## src/rtl/mem_arbiter2_pkg.sv

```systemverilog
// Shared types for the two-port memory arbiter: FSM encoding, port select,
// the request bundle that gets muxed onto the memory port, and timer sizing.
package mem_arbiter2_pkg;

    typedef enum logic [1:0] {
        IDLE    = 2'd0,
        GRANT_A = 2'd1,
        GRANT_B = 2'd2
    } state_t;

    typedef enum logic {
        PORT_A = 1'b0,
        PORT_B = 1'b1
    } port_t;

    typedef struct packed {
        logic        instr;
        logic [31:0] addr;
        logic [31:0] wdata;
        logic [3:0]  wstrb;
    } mem_req_t;

    localparam mem_req_t REQ_NONE = '0;

    // Wait counter must hold 0..timeout; a disabled timer still needs one bit.
    function automatic int timer_width(input int timeout);
        int w;
        w = $clog2(timeout + 1);
        if (w < 1) begin
            w = 1;
        end
        return w;
    endfunction

endpackage

```

## src/rtl/mem_arb_timer.sv

```systemverilog
// Grant wait counter: cleared outside a grant, counts stalled grant cycles,
// saturates at TIMEOUT and flags hit there. TIMEOUT=0 never hits.
module mem_arb_timer
    import mem_arbiter2_pkg::*;
#(
    parameter int TIMEOUT = 64
) (
    input  logic clk,
    input  logic reset,
    input  logic clear,
    input  logic tick,
    output logic hit
);

    localparam int            CW    = timer_width(TIMEOUT);
    localparam logic [CW-1:0] LIMIT = CW'(TIMEOUT);

    logic [CW-1:0] count;

    // NOTE: sequential state is written with non-blocking assignments only,
    // so every flop samples the pre-edge values of its neighbours.
    always_ff @(posedge clk) begin
        if (reset || clear) begin
            count <= '0;
        end else if (tick && (count != LIMIT)) begin
            count <= count + 1'b1;
        end
    end

    assign hit = (TIMEOUT > 0) && (count == LIMIT);

endmodule

```

## src/rtl/mem_arbiter2.sv

```systemverilog
// Two-requester round-robin arbiter in front of a single valid/ready memory
// port, with a per-grant timeout that completes a stuck transfer with an error.
module mem_arbiter2
    import mem_arbiter2_pkg::*;
#(
    parameter int TIMEOUT = 64,
    parameter int A_FIRST = 1
) (
    input  logic        clk,
    input  logic        reset,

    input  logic        a_valid,
    input  logic        a_instr,
    input  logic [31:0] a_addr,
    input  logic [31:0] a_wdata,
    input  logic [3:0]  a_wstrb,
    output logic        a_ready,
    output logic        a_err,
    output logic [31:0] a_rdata,

    input  logic        b_valid,
    input  logic        b_instr,
    input  logic [31:0] b_addr,
    input  logic [31:0] b_wdata,
    input  logic [3:0]  b_wstrb,
    output logic        b_ready,
    output logic        b_err,
    output logic [31:0] b_rdata,

    output logic        mem_valid,
    output logic        mem_instr,
    output logic [31:0] mem_addr,
    output logic [31:0] mem_wdata,
    output logic [3:0]  mem_wstrb,
    input  logic        mem_ready,
    input  logic [31:0] mem_rdata
);

    state_t   state;
    state_t   state_next;
    port_t    last_grant;
    logic     timeout_hit;
    logic     grant_a;
    logic     grant_b;
    mem_req_t a_req;
    mem_req_t b_req;
    mem_req_t sel_req;

    assign a_req = {a_instr, a_addr, a_wdata, a_wstrb};
    assign b_req = {b_instr, b_addr, b_wdata, b_wstrb};

    mem_arb_timer #(
        .TIMEOUT (TIMEOUT)
    ) u_timer (
        .clk   (clk),
        .reset (reset),
        .clear (state == IDLE),
        .tick  ((state != IDLE) && !mem_ready),
        .hit   (timeout_hit)
    );

    // State register; last_grant is captured on the IDLE -> GRANT transition.
    always_ff @(posedge clk) begin
        if (reset) begin
            state      <= IDLE;
            last_grant <= (A_FIRST != 0) ? PORT_B : PORT_A;
        end else begin
            state <= state_next;
            if (state == IDLE && state_next == GRANT_A) begin
                last_grant <= PORT_A;
            end else if (state == IDLE && state_next == GRANT_B) begin
                last_grant <= PORT_B;
            end
        end
    end

    // NOTE: default assignment first so no branch leaves state_next unassigned,
    // which would otherwise infer a latch.
    always_comb begin
        state_next = state;
        case (state)
            IDLE: begin
                if (a_valid && b_valid) begin
                    state_next = (last_grant == PORT_A) ? GRANT_B : GRANT_A;
                end else if (a_valid) begin
                    state_next = GRANT_A;
                end else if (b_valid) begin
                    state_next = GRANT_B;
                end
            end
            GRANT_A: begin
                if (!a_valid || mem_ready || timeout_hit) begin
                    state_next = IDLE;
                end
            end
            GRANT_B: begin
                if (!b_valid || mem_ready || timeout_hit) begin
                    state_next = IDLE;
                end
            end
            default: state_next = IDLE;
        endcase
    end

    // Outputs are squashed while reset is high so an aborted grant never
    // completes, even though the state register still shows it this cycle.
    always_comb begin
        grant_a   = (state == GRANT_A) && !reset;
        grant_b   = (state == GRANT_B) && !reset;

        mem_valid = ((grant_a && a_valid) || (grant_b && b_valid)) && !timeout_hit;

        sel_req   = REQ_NONE;
        if (grant_a) begin
            sel_req = a_req;
        end else if (grant_b) begin
            sel_req = b_req;
        end
        mem_instr = sel_req.instr;
        mem_addr  = sel_req.addr;
        mem_wdata = sel_req.wdata;
        mem_wstrb = sel_req.wstrb;

        a_ready   = grant_a && ((mem_valid && mem_ready) || timeout_hit);
        b_ready   = grant_b && ((mem_valid && mem_ready) || timeout_hit);
        a_err     = grant_a && timeout_hit;
        b_err     = grant_b && timeout_hit;
        a_rdata   = (a_ready && !a_err) ? mem_rdata : 32'd0;
        b_rdata   = (b_ready && !b_err) ? mem_rdata : 32'd0;
    end

endmodule

```

## config.mk

```make
export PLATFORM = sky130hd
export DESIGN_NAME = mem_arbiter2
export DESIGN_NICKNAME = d
export VERILOG_FILES = /design/src/rtl/mem_arbiter2_pkg.sv /design/src/rtl/mem_arb_timer.sv /design/src/rtl/mem_arbiter2.sv
export SDC_FILE = /design/constraint.sdc
export NUM_CORES = 1
export LEC_CHECK = 0
export CORE_AREA = 2 2 120 122
export DETAILED_ROUTE_END_ITERATION = 7
export DIE_AREA = 0 0 122 124
export PLACE_DENSITY = 0.66
export SLEW_MARGIN = 20
export SYNTH_ARGS = -nofsm -noshare
export SYNTH_HDL_FRONTEND = slang
export SYNTH_SLANG_ARGS = --single-unit
```

## constraint.sdc

```tcl
create_clock -name clk -period 4.1 [get_ports clk]
set_input_delay 0.82 -clock clk [delete_from_list [all_inputs] [get_ports clk]]
set_output_delay 0.82 -clock clk [all_outputs]
set_load 0.05 [all_outputs]
```

Word level (Yosys, flattened, before mapping)
Index checks and enable logic that the tools add are counted.
- bits of input ports: 175
- output and inout bits: 138
- bits in registers: 10
- logic and storage cells: 57
- equal/unequal tests: 6
- mux-type cells: 13
- reductions and logical operators: 34
- $add $sub $neg: 1
- operator list (operator ; number):
    $mux 69 ; 2
    $mux 32 ; 2
    $logic_and 1x1->1 ; 17
    $mux 2 ; 6
    $add 7x1->7 const B ; 1
    $eq 7x7->1 const B ; 1
    $logic_not 1->1 ; 7
    $logic_or 1x1->1 ; 7
    $ne 7x7->1 const B ; 1
    $pmux 2 s3 ; 1
    $eq 2x1->1 const B ; 2
    $eq 2x2->1 const B ; 2
    $reduce_bool 2->1 ; 2
    $logic_not 2->1 ; 1
    $mux 1 ; 2

Longest topological paths before layout
- depth after elaboration: 10
- gate-level depth with buffers: 7
- depth with buffers taken out: 5

By module
From an unflattened synthesis, not the netlist that was laid out.
- cell total of the unflattened synthesis: 266
- area total of the unflattened synthesis: 2127.0 µm²
- by module, submodules not included (module ; cells each ; sequential area each (µm²) ; instances ; area each (µm²)):
    mem_arbiter2 ; 224 ; 60.1 ; 1 ; 1775.5
    mem_arb_timer ; 42 ; 140.1 ; 1 ; 351.6

Worst setup path after synthesis
Ideal clock, no wire load.
- kind: input to output
- start point: input reset
- end point: output a_rdata[10]
- required time: 3.280 ns
- data arrival time: 2.728 ns
- slack: 0.552 ns
- path buffers: 3
- stages: 6
- cells stage by stage: clkbuf_1 nor3b_2 buf_2 buf_2 nand2_1 nor3_1
- word-level cells in the longest chain between the ends: 10
- elaborated cells on any way between the ends: 14
- classes of those cells: mux: 1; reduce/logical: 13
- ends and longest elaborated chain (element ; line ; source):
    start: declaration ; mem_arbiter2.sv:10 ; input logic reset,
    $logic_not 1->1 * ; mem_arbiter2.sv:108, mem_arbiter2.sv:109 ;
    $logic_and 1x1->1 (on tied branches) ; mem_arbiter2.sv:108, mem_arbiter2.sv:109 ;
    $logic_and 1x1->1 ; mem_arbiter2.sv:111 ; mem_valid = ((grant_a && a_valid) || (grant_b && b_valid)) && !timeout_hit;
    $logic_or 1x1->1 ; mem_arbiter2.sv:111 ;
    $logic_and 1x1->1 ; mem_arbiter2.sv:111 ;
    $logic_and 1x1->1 ; mem_arbiter2.sv:124 ; a_ready = grant_a && ((mem_valid && mem_ready) || timeout_hit);
    $logic_or 1x1->1 ; mem_arbiter2.sv:124 ;
    $logic_and 1x1->1 ; mem_arbiter2.sv:124 ;
    $logic_and 1x1->1 * ; mem_arbiter2.sv:128 ; a_rdata = (a_ready && !a_err) ? mem_rdata : 32'd0;
    $mux 32 * ; mem_arbiter2.sv:128 ;
    end: declaration ; mem_arbiter2.sv:19 ; output logic [31:0] a_rdata,
Mark *: on every way between the ends. The rest lies on a longest branch, timed or not.

Worst setup path in the final report
- start point: input b_valid
- end point: output a_rdata[1]
- word-level cells in the longest chain between the ends: 8
- ends and longest elaborated chain (element ; line ; source):
    start: declaration ; mem_arbiter2.sv:21 ; input logic b_valid,
    $logic_and 1x1->1 ; mem_arbiter2.sv:111 ;
    $logic_or 1x1->1 ; mem_arbiter2.sv:111 ;
    $logic_and 1x1->1 ; mem_arbiter2.sv:111 ;
    $logic_and 1x1->1 ; mem_arbiter2.sv:124 ;
    $logic_or 1x1->1 ; mem_arbiter2.sv:124 ;
    $logic_and 1x1->1 ; mem_arbiter2.sv:124 ;
    $logic_and 1x1->1 ; mem_arbiter2.sv:128 ;
    $mux 32 ; mem_arbiter2.sv:128 ;
No other way between the ends.

==> results.json <==
{
  "outcome": "completed",
  "syn_nets": 485,
  "synth_flop_cell": "dfxtp_1",
  "cts.sinks": 10,
  "period_share": 0.911,
  "synth_top_area_share": 0.265,
  "setup_tns_ns": 0,
  "worstMarginPinSlew_ns": 0.539,
  "synth_edf_count": 0,
  "required_ns": 3.28,
  "vias_per_cell": 4.59,
  "arrival_ns": 2.91,
  "drc": 0,
  "ys_seq_area_frac": 0.0879,
  "die_w_um": 122,
  "postCtsSetupRepairBufs": 0,
  "slew_headroom": 0.640,
  "pre_cts_ws_ns": 0.380,
  "reg2reg_from": "u_timer.count[2]$_SDFFE_PP0P_",
  "yosys-top-cells-area": "a22o_1 27%, nor3_2 17%, nand2_1 12%, dfxtp_1 8.8%, nor3_1 5.5%",
  "reg2reg_to": "state[0]$_SDFF_PP0_",
  "grt_first_pass_wirelength_um": 20900,
  "skew_ns": 0.00167,
  "portBuffers": 312,
  "r2r_setup_slack_ns": 2.55,
  "fmax_ghz": 0.268,
  "die_area_um2": 15100,
  "cts.clk_slew.worst_paths_ns": 0.04,
  "wl_um": 14100,
  "place_inst": 766,
  "synth-seq-cells": 10,
  "syn-mean-instance-area_um2": 7.39,
  "criticalPathCategory": "input port to output port",
  "whs_ns": 0.505,
  "cp_max_fo": 54,
  "antenna_found_initial": 0,
  "layout.nets": 768,
  "synth_largest_area_cell": "a22o_1",
  "hold_viol": 0,
  "antenna_left": 0,
  "netlist_area_um2": 2280,
  "critPathLaunch": "b_valid",
  "rsz0062_at_grt": "no",
  "diodes": 0,
  "grt_max_degree": 80,
  "layout-drive-gt1-share": 0.334,
  "slew_viol_final": 0,
  "fp.coreArea_um2": 13700,
  "dp.final_hpwl_um": 11800,
  "fin_ws_ns": 0.366,
  "clockBufferDepth": 2,
  "drt-pass1-iter-count": 5,
  "cts-root-buf": "clkbuf_16",
  "reg2regPathDepth": 3,
  "hp-class": "flip-flop to flip-flop",
  "cts_buffers": 3,
  "cts_resized": 0,
  "p_leak_uw": 0.00241,
  "synth_cells": 308,
  "async_flop_share": 0,
  "areaGrowthSynthToFinish_pct": 202,
  "worstSetupEndpoint": "a_rdata[1]",
  "finalCriticalPeriod_ns": 3.73,
  "first_global_vias": 3678,
  "insertion_delay_ns": 0.24,
  "power_density_nw_per_um2": 123,
  "fp.dieH_um": 124,
  "synth.distinct_cells": 37,
  "cts_hold_buf": 0,
  "layout.cells.non_filler": 770,
  "startpoint_type": "input port",
  "htreeDepth": 1,
  "endpoint_kind": "output port",
  "std_cell_rows": 43,
  "fin_util": 0.502,
  "place.gp.congestion": 0.809,
  "cts_tree": "yes",
  "grt_overflow_total": 0,
  "ios": 313,
  "vdd_drop_max_mv": 0.0989,
  "synth_warnings": 0,
  "cap_violations": 0,
  "yosysMostFrequentCell": "nand2_1",
  "post_drt_wl_per_cell_um": 18.3,
  "setup_viol": 0,
  "netlist_top_cells_count": "72 x nand2_1, 69 x a22o_1, 39 x nor3_2",
  "grt_util_all_layers": 0.178,
  "vias": 3538,
  "start_util": 0.166,
  "dr.first_iter.drc_count": 160
}
==> cell families (layout without fill, tap and decap cells) <==
family          after synthesis  count (layout)  synth area share
buf+inv                      45             327             0.133
xor+xnor                      2               2           0.00769
mux                           1               1           0.00440
flops                        10              10            0.0879
compound gates               90              90             0.332
fa+ha+maj                     2               2            0.0110
simple gates                158             158             0.424
==> state kept, by name, indices dropped and copies added, names as in the netlist <==
name	cells
u_timer.count	7
state	2
last_grant	1
==> power breakdown <==
group          total, uW  internal (uW)  switching (uW)
registers            107            101            6.83
clock network        195            147            47.9
logic                546            305             241
==> per-layer routing <==
layer,vias to the layer above,global-route usage,wire length (um)
li1,1698,-,-
met1,1663,0.206,5280
met2,163,0.331,7560
met3,14,0.0444,1030
met4,0,0.0352,234
met5,-,0,0
==> worst min-delay path by stage <==
stage | from | depth (start not counted) | to | slack, ns
2_1_floorplan | u_timer.count[6]$_SDFFE_PP0P_ | 2 | u_timer.count[6]$_SDFFE_PP0P_ | 0.46
3_3_place_gp | u_timer.count[6]$_SDFFE_PP0P_ | 2 | u_timer.count[6]$_SDFFE_PP0P_ | 0.47
3_5_place_dp | u_timer.count[6]$_SDFFE_PP0P_ | 2 | u_timer.count[6]$_SDFFE_PP0P_ | 0.49
4_1_cts | u_timer.count[6]$_SDFFE_PP0P_ | 2 | u_timer.count[6]$_SDFFE_PP0P_ | 0.50
5_1_grt | u_timer.count[0]$_SDFFE_PP0P_ | 2 | u_timer.count[0]$_SDFFE_PP0P_ | 0.56
6_report | u_timer.count[6]$_SDFFE_PP0P_ | 2 | u_timer.count[6]$_SDFFE_PP0P_ | 0.50
==> through the flow <==
| stage | power, uW | instance area [um^2] |
|---|---|---|
| after floorplan | 309 | 2280 |
| after global placement | 648 | 6800 |
| after detailed placement | 655 | 6800 |
| after CTS | 856 | 6890 |
| after global routing | 884 | 6890 |
| final | 848 | 6890 |
==> critical path: stages <==
cell and delay (ns):
clkdlybuf4s50_1 0.57, nand3b_4 0.10, a211o_2 0.52, buf_12 0.26, nor3_1 0.39, buf_12 0.19
==> cell type report <==
cell class / count / area [um^2]
clock buffers: 4 / 88.8
fillers: 1232 / 6830
inverters: 5 / 18.8
multi-input cells: 253 / 1790
flip-flops and latches: 10 / 200
well taps: 180 / 225
repair buffers: 318 / 4570
==> layout by cell type (no fill, tap or decap), drive strengths merged, types with 3 or more instances in the layout <==
cell	count
dfxtp	10
buf	142
a22o	69
nand4b	3
a21oi	6
nand2	72
o21ai	5
inv	5
nor3	64
clkbuf	4
nor3b	3
clkdlybuf4s50	176
nor2	8
(Power assumes the default switching activity.)
